## src/rtl/dmem_arbiter.sv

```systemverilog
// Two-port round-robin arbiter for a single-port byte-strobed data memory, with a bounded port-1 lock.
// Latency: grant in the request cycle, read data registered one cycle after the grant.
// Backpressure: a requester holds req until its gnt; at most one access per cycle.
module dmem_arbiter #(
    parameter int unsigned MAX_LOCK = 4,
    parameter int unsigned AW       = 32
) (
    input  logic          clk,
    input  logic          rst,
    input  logic          m0_req,
    input  logic          m0_we,
    input  logic [AW-1:0] m0_addr,
    input  logic [31:0]   m0_wdata,
    input  logic [3:0]    m0_wstrb,
    output logic          m0_gnt,
    output logic          m0_rvalid,
    output logic [31:0]   m0_rdata,
    input  logic          m1_req,
    input  logic          m1_we,
    input  logic [AW-1:0] m1_addr,
    input  logic [31:0]   m1_wdata,
    input  logic [3:0]    m1_wstrb,
    output logic          m1_gnt,
    output logic          m1_rvalid,
    output logic [31:0]   m1_rdata,
    input  logic          m1_lock,
    output logic          mem_we,
    output logic [AW-1:0] mem_a,
    output logic [31:0]   mem_wd,
    output logic [3:0]    mem_wstrb,
    input  logic [31:0]   mem_rd
);
    localparam logic [3:0] MAX_LOCK_C = 4'(MAX_LOCK);

    logic          last_q, last_d;
    logic [3:0]    lock_cnt_q, lock_cnt_d;
    logic          r_pend_q, r_pend_d;
    logic          r_port_q, r_port_d;
    logic [31:0]   m0_rdata_q, m1_rdata_q;
    logic [AW-1:0] addr_q;
    logic          gnt0, gnt1, lock_act;

    // Grants are forced low while reset is asserted so no write can slip through.
    always_comb begin
        lock_act = last_q && m1_lock && (lock_cnt_q < MAX_LOCK_C);
        gnt0     = 1'b0;
        gnt1     = 1'b0;
        if (rst) begin
            if (m0_req && m1_req) begin
                if (lock_act || !last_q) gnt1 = 1'b1;
                else                     gnt0 = 1'b1;
            end else begin
                gnt0 = m0_req;
                gnt1 = m1_req;
            end
        end
    end

    always_comb begin
        last_d     = last_q;
        lock_cnt_d = lock_cnt_q;
        if (gnt0) begin
            last_d     = 1'b0;
            lock_cnt_d = 4'd0;
        end else if (gnt1) begin
            last_d = 1'b1;
            if (!m1_lock)
                lock_cnt_d = 4'd0;
            else if (m0_req && (lock_cnt_q < MAX_LOCK_C))
                lock_cnt_d = lock_cnt_q + 4'd1;
        end
        r_pend_d = (gnt0 && !m0_we) || (gnt1 && !m1_we);
        r_port_d = gnt1;
    end

    always_comb begin
        mem_we    = 1'b0;
        mem_wstrb = 4'd0;
        mem_wd    = 32'd0;
        mem_a     = rst ? addr_q : '0;
        if (gnt0) begin
            mem_we    = m0_we;
            mem_wstrb = m0_wstrb;
            mem_wd    = m0_wdata;
            mem_a     = m0_addr;
        end else if (gnt1) begin
            mem_we    = m1_we;
            mem_wstrb = m1_wstrb;
            mem_wd    = m1_wdata;
            mem_a     = m1_addr;
        end
    end

    always_ff @(posedge clk or negedge rst) begin
        if (!rst) begin
            last_q     <= 1'b1;
            lock_cnt_q <= 4'd0;
            r_pend_q   <= 1'b0;
            r_port_q   <= 1'b0;
            m0_rdata_q <= 32'd0;
            m1_rdata_q <= 32'd0;
            addr_q     <= '0;
        end else begin
            last_q     <= last_d;
            lock_cnt_q <= lock_cnt_d;
            r_pend_q   <= r_pend_d;
            r_port_q   <= r_port_d;
            if (gnt0 || gnt1) addr_q <= mem_a;
            if (gnt0 && !m0_we) m0_rdata_q <= mem_rd;
            if (gnt1 && !m1_we) m1_rdata_q <= mem_rd;
        end
    end

    assign m0_gnt    = gnt0;
    assign m1_gnt    = gnt1;
    assign m0_rvalid = r_pend_q && !r_port_q;
    assign m1_rvalid = r_pend_q && r_port_q;
    assign m0_rdata  = m0_rdata_q;
    assign m1_rdata  = m1_rdata_q;
endmodule

```

## config.mk

```make
export PLATFORM = sky130hd
export DESIGN_NAME = dmem_arbiter
export DESIGN_NICKNAME = d
export VERILOG_FILES = /design/src/rtl/dmem_arbiter.sv
export SDC_FILE = /design/constraint.sdc
export NUM_CORES = 1
export LEC_CHECK = 0
export ABC_AREA = 0
export BUFFER_PORTS_ARGS = -buffer_cell sky130_fd_sc_hd__buf_4
export CAP_MARGIN = 20
export CORE_AREA = 2 2 122 124
export DETAILED_ROUTE_END_ITERATION = 7
export DIE_AREA = 0 0 124 126
export GPL_TIMING_DRIVEN = 0
export PLACE_DENSITY = 0.79
export SLEW_MARGIN = 0
export SYNTH_ARGS = -nofsm -noshare
export SYNTH_HDL_FRONTEND = slang
export SYNTH_SLANG_ARGS = --single-unit
export TNS_END_PERCENT = 10
```

## constraint.sdc

```tcl
create_clock -name clk -period 2.15 [get_ports clk]
set_input_delay 0.43 -clock clk [delete_from_list [all_inputs] [get_ports clk]]
set_output_delay 0.43 -clock clk [all_outputs]
set_load 0.01 [all_outputs]
```

==> impl_metrics.py, run 1 <==
metrics = {
    "run_status": {
        "status": "finished with violations",
        "violations": "setup timing",
    },
    "timing": {
        "finClkSkew_ns": 0.00679,
        "report.final.hold_viol_count": 0,
        "timing.final.crit_share": 1.11,
        "fin_crit_ns": 2.39,
        "max_freq_mhz": 419,
        "setup_viol": 69,
        "worst_slew_pin_slew_ns": 0.646,
        "slew_headroom": 0.570,
        "drv_slew": 0,
        "rsz0062_at_grt": "yes",
        "worst_slack_ns": -0.238,
    },
    "place": {
        "place_congestion": 0.834,
        "hpwl_mm": 13.5,
        "pre_cts_slack_ns": -0.671,
        "io_buffers": 310,
        "placed_cells": 924,
    },
    "drt": {
        "viasPerCell": 4.99,
        "postRouteAntennaNets": 0,
        "drcViolationCount": 0,
        "totalWireLength_mm": 18.2,
        "firstDrtPassIters": 4,
        "wl_per_cell_um": 19.0,
        "drt_iter0_drc": 226,
        "vias": 4765,
    },
    "clocking": {
        "clkLatencyLatePin_ns": 0.35,
        "cts_tree": "yes",
        "clockBufferDepth": 2,
        "root_buffer": "clkbuf_16",
        "htree_levels": 3,
        "numCtsBuffers": 9,
        "clock_sinks": 103,
        "clk_pin_slew_worst_paths_ns": 0.07,
    },
    "floorplan": {
        "dieWidth_um": 124,
        "die_area_um2": 15600,
        "io_pins": 312,
        "rows": 44,
        "start_util": 0.353,
        "die_h_um": 126,
        "coreArea_um2": 14300,
    },
    "grt": {
        "overflow": 0,
        "grt_use_met2": 0.345,
        "grt_max_degree": 72,
        "grt_pass1_wl_mm": 26.8,
        "grt_pass1_vias": 4694,
        "antenna_found_initial": 0,
        "grt.busiest_layer": "met2",
        "met3_usage": 0.0824,
        "met1_usage": 0.311,
        "track_usage": 0.226,
    },
    "yosys": {
        "synth_edf_count": 0,
        "yosysTopAreaCell": "dfrtp_1",
        "synth.yosys.seq_area_share": 0.510,
        "syn_inst": 429,
        "synth_warnings": 0,
        "syn-num-nets": 605,
        "netlist-cell-type-count": 35,
        "ys_async_sr_fraction": 1.00,
        "synthFlopType": "dfrtp_1",
        "synth_area_leaders": "dfrtp_1 50%, mux2_2 12%, mux2i_1 6.5%",
        "synth_commonest_cells": "102 x dfrtp_1, 66 x nand2_1, 55 x mux2_2",
        "syn-cell-area_um2": 5060,
        "post-synth-top-count-cell": "dfrtp_1",
        "ys_seq_elements": 103,
        "syn_area_per_cell_um2": 11.8,
        "synth.top_cell.area_share": 0.504,
    },
    "worst_setup_path": {
        "arrival_ns": 1.96,
        "crit_type": "register to primary output",
        "critPathLaunchType": "register",
        "crit_fanout": 10,
        "cp-end-kind": "primary output",
        "cp.required_ns": 1.72,
    },
    "final_layout": {
        "final_cells": 955,
        "multi_input_comb_area_um2": 2420,
        "regArea_um2": 2580,
        "syn_to_final_growth_pct": 69.1,
        "nNetsFinal": 942,
        "n_antenna_cell": 0,
        "drive_gt1_frac": 0.613,
        "n_fill_cell": 1216,
    },
    "pwr": {
        "p_leak_nw": 4.30,
        "peakVddDrop_uv": 877,
        "power_density_nw_per_um2": 754,
        "p_total_mw": 6.45,
    },
    "worst_hold_path": {
        "hold_path_class": "input port to asynchronous set/reset pin",
    },
    "flow_run": {
        "cap_viol_max_count": 0,
    },
}
## path summary, 6_finish.rpt
check	start	endpoint	cells past startpoint	slack, ns
min in group clk	m0_addr[18]	addr_q[18]	3	0.29
worst max-delay path	lock_cnt_q[3]	mem_wd[1]	6	-0.24
worst max register to register	lock_cnt_q[2]	m1_rdata[10]	9	0.04
max in group asynchronous	rst	m1_rdata[22]	2	1.72
worst min register to register	m1_rdata[9]	m1_rdata[9]	1	0.50
worst min-delay path	rst	last_q	1	0.07
## registers in the layout, indices dropped and copies added (netlist names)
signal / cells
r_port_q: 1
r_pend_q: 1
m0_rdata: 32
lock_cnt_q: 4
m1_rdata: 32
addr_q: 32
last_q: 1
## where the power goes
group / switching [mW] / internal (mW)
Combinational: 0.974 / 1.32
Clock: 0.761 / 0.831
Sequential: 0.222 / 2.35
Total: 1.96 / 4.50
## layer usage
layer  part of all wire  vias up
met5                  0        -
met4             0.0086        0
met3              0.086       13
met2               0.47      175
met1               0.43     2331
li1                   -     2246
## what timing repair did
item / in CTS / in global routing
resized for setup: 99 / 58
setup buffers: 9 / 2
endpoints found under the setup margin: 71 / 114
hold buffers: 1 / 0
pin swaps: 25 / 10
gates cloned: 3 / 1
endpoints found under the hold margin: 31 / 0
## per-stage QoR
| stage | area [um^2] | hold WS, ns | util | TNS, ns |
|---|---|---|---|---|
| floorplan | 5060 | 0.134 | - | 0 |
| finish | 8560 | 0.0657 | 0.598 | -13.21 |
| CTS | 8370 | 0.0471 | 0.585 | -15.25 |
| global route | 8560 | 0.0508 | 0.598 | -21.49 |
| global placement | 7620 | 0.471 | 0.532 | -174.48 |
| detailed placement | 7640 | 0.434 | 0.534 | -55.91 |
## cells by family after synthesis
logic type | share of synthesized area
adder cells (fa/ha/maj) | 0.00247
AO/OA/AOI/OAI | 0.150
multiplexers | 0.215
AND/OR/NAND/NOR | 0.0796
flip-flops | 0.510
buffers and inverters | 0.0435
## layout by cell type, fill, tap and decap left out, types with 4 or more instances in the layout
cell | netlist | routed
a22o_1 | 36 | 33
a22oi_1 | 32 | 32
buf_4 | 5 | 298
buf_6 | 8 | 33
buf_8 | 0 | 13
clkbuf_1 | 8 | 5
clkbuf_16 | 0 | 12
dfrtp_1 | 102 | 102
mux2_1 | 7 | 7
mux2_2 | 55 | 55
mux2_4 | 4 | 4
mux2i_1 | 33 | 33
nand2_1 | 66 | 51
nand2_2 | 0 | 15
o21ai_1 | 1 | 17
o21ai_2 | 0 | 15
## worst max-delay path, stage by stage (launching register included)
cell,delay (ns)
dfrtp_1,0.35
and4bb_4,0.26
nor3_4,0.31
buf_8,0.22
buf_8,0.15
a22o_1,0.17
buf_6,0.13
## layout make-up
class / instances / share of cell area
Inverter: 1 / 0.000439
Clock buffer: 11 / 0.0284
Tap cell: 184 / 0.0269
Clock inverter: 5 / 0.00482
Buffer: 32 / 0.0487
Sequential cell: 103 / 0.301
Timing Repair Buffer: 327 / 0.307
Multi-Input combinational cell: 292 / 0.283
No activity file was read; power rests on OpenSTA's default activity.
==> run 2, diff against run 1 <==
--- a/config.mk
+++ b/config.mk
@@ -9,10 +9,13 @@
 export BUFFER_PORTS_ARGS = -buffer_cell sky130_fd_sc_hd__buf_4
 export CAP_MARGIN = 20
 export CORE_AREA = 2 2 122 124
+export CTS_CLUSTER_SIZE = 12
 export DETAILED_ROUTE_END_ITERATION = 7
 export DIE_AREA = 0 0 124 126
 export GPL_TIMING_DRIVEN = 0
+export MAX_ROUTING_LAYER = met4
 export PLACE_DENSITY = 0.79
+export REMOVE_ABC_BUFFERS = 1
 export SLEW_MARGIN = 0
 export SYNTH_ARGS = -nofsm -noshare
 export SYNTH_HDL_FRONTEND = slang
==> impl_metrics.py, run 2 (synthesized netlist as in run 1, its figures left out) <==
metrics = {
    "run_status": {
        "status": "finished with violations",
        "violations": "setup timing",
    },
    "clocking": {
        "clk_pin_slew_worst_paths_ns": 0.08,
        "root_buffer": "clkbuf_16",
        "clockBufferDepth": 2,
        "htree_levels": 3,
        "clock_sinks": 103,
        "clkLatencyLatePin_ns": 0.35,
        "numCtsBuffers": 9,
        "cts_tree": "yes",
    },
    "place": {
        "hpwl_mm": 12.6,
        "place_congestion": 0.771,
        "placed_cells": 902,
        "post_dp_cell_area_um2": 7620,
        "io_buffers": 311,
    },
    "drt": {
        "drt_iter0_drc": 244,
        "wl_per_cell_um": 20.1,
        "vias": 4850,
        "viasPerCell": 5.13,
        "postRouteAntennaNets": 0,
        "firstDrtPassIters": 4,
        "totalWireLength_mm": 19.0,
        "drcViolationCount": 0,
    },
    "grt": {
        "grt_use_met2": 0.409,
        "grt_pass1_wl_mm": 28.0,
        "met1_usage": 0.280,
        "antenna_found_initial": 0,
        "grt_pass1_vias": 5127,
        "met3_usage": 0.0770,
        "grt_max_degree": 61,
        "grt.busiest_layer": "met2",
        "track_usage": 0.245,
        "overflow": 0,
    },
    "floorplan": {
        "coreArea_um2": 14300,
        "io_pins": 312,
        "die_h_um": 126,
        "rows": 44,
        "die_area_um2": 15600,
        "dieWidth_um": 124,
        "start_util": 0.353,
    },
    "pwr": {
        "swShare": 0.302,
        "p_int_mw": 4.64,
        "p_leak_nw": 4.30,
        "power_density_nw_per_um2": 774,
        "p_switching_mw": 2.01,
        "pwr-share-comb": 0.357,
        "p_clk_frac": 0.254,
        "peakVddDrop_uv": 527,
        "seq_power_share": 0.389,
        "p_total_mw": 6.66,
    },
    "timing": {
        "worst_slack_ns": -0.357,
        "max_freq_mhz": 399,
        "slew_headroom": 0.586,
        "worst_slew_pin_slew_ns": 0.615,
        "timing.final.crit_share": 1.17,
        "tns_ns": -24.17,
        "rsz0062_at_grt": "yes",
        "drv_slew": 0,
        "whs_ns": 0.0833,
        "fin_crit_ns": 2.51,
        "setup_viol": 98,
        "report.final.hold_viol_count": 0,
        "finClkSkew_ns": 0.0109,
    },
    "worst_hold_path": {
        "hold_path_class": "input port to asynchronous set/reset pin",
    },
    "worst_setup_path": {
        "cp.required_ns": 1.72,
        "r2r_slack_ns": -0.27,
        "arrival_ns": 2.08,
        "critPathLaunchType": "register",
        "cp-end-kind": "primary output",
        "crit_type": "register to primary output",
        "crit_fanout": 21,
    },
    "final_layout": {
        "syn_to_final_growth_pct": 70.1,
        "final_cells": 946,
        "n_antenna_cell": 0,
        "mostFrequentLayoutCells": "301 x buf_4, 102 x dfrtp_1, 63 x nand2_1",
        "layout_commonest_cell": "buf_4",
        "drive_gt1_frac": 0.593,
        "nNetsFinal": 933,
        "design_area_um2": 8610,
        "n_fill_cell": 1140,
    },
    "flow_run": {
        "cap_viol_max_count": 0,
    },
}
[run 2: cell types whose count changed in the layout (fill, tap and decap cells not counted), moves of 10 or more]
cell | previous run | this run
nand2_2 | 15 | 2
nand2_1 | 51 | 63
mux2_4 | 4 | 18
mux2_2 | 55 | 41
buf_8 | 13 | 3
[run 2: path summary, 6_finish.rpt]
kind / end / start / cells past startpoint
setup / recovery: mem_a[19] / lock_cnt_q[2] / 8
setup reg to reg: m1_rdata[13] / lock_cnt_q[2] / 5
hold reg to reg: m0_rdata[27] / m0_rdata[27] / 1
hold / removal: last_q / rst / 1
min in group clk: addr_q[3] / m0_addr[3] / 3
max in group asynchronous: m0_rdata[17] / rst / 2
[run 2: through the flow]
step / setup slack, ns / util
after global routing: -0.444 / 0.601
after floorplan: -3.83 / -
after detailed placement: -1.50 / 0.532
after CTS: -0.385 / 0.592
after global placement: -7.92 / 0.518
final: -0.357 / 0.601
[run 2: worst max-delay path, stage by stage (launching register included)]
cell,delay [ns]
dfrtp_1,0.39
and4bb_4,0.37
nor3_4,0.05
buf_4,0.15
buf_6,0.11
nand2b_4,0.16
buf_16,0.17
o21ai_2,0.18
buf_6,0.14
[run 2: cell type report]
| class | count | area, um^2 | area share |
|---|---|---|---|
| inverters | 1 | 3.75 | 0.000436 |
| clock inverters | 6 | 76.3 | 0.00887 |
| well taps | 184 | 230 | 0.0267 |
| clock buffers | 10 | 229 | 0.0266 |
| multi-input cells | 296 | 2510 | 0.292 |
| repair buffers | 346 | 2980 | 0.346 |
| flip-flops and latches | 103 | 2580 | 0.300 |
[run 2: timing repair]
action,CTS,global route
setup buffers,17,3
pin swaps,19,15
endpoints found under the hold margin,42,0
setup endpoints to repair,131,104
hold buffers,1,0
resized for setup,65,53
cloned,7,1
[run 2: routing by layer]
metal  up-vias  share of wire
met4         0          0.021
met1      2347           0.39
met5         -              0
met2       250           0.49
met3        28          0.098
li1       2225              -
[run 2: power groups by stage]
stage	Combinational [mW]	Sequential, mW	Clock, mW
CTS	2.31	2.58	1.74
detailed placement	2.11	2.60	0
finish	2.38	2.59	1.69
global placement	2.05	2.58	0
global route	2.54	2.64	1.82
floorplan	0.749	2.72	0
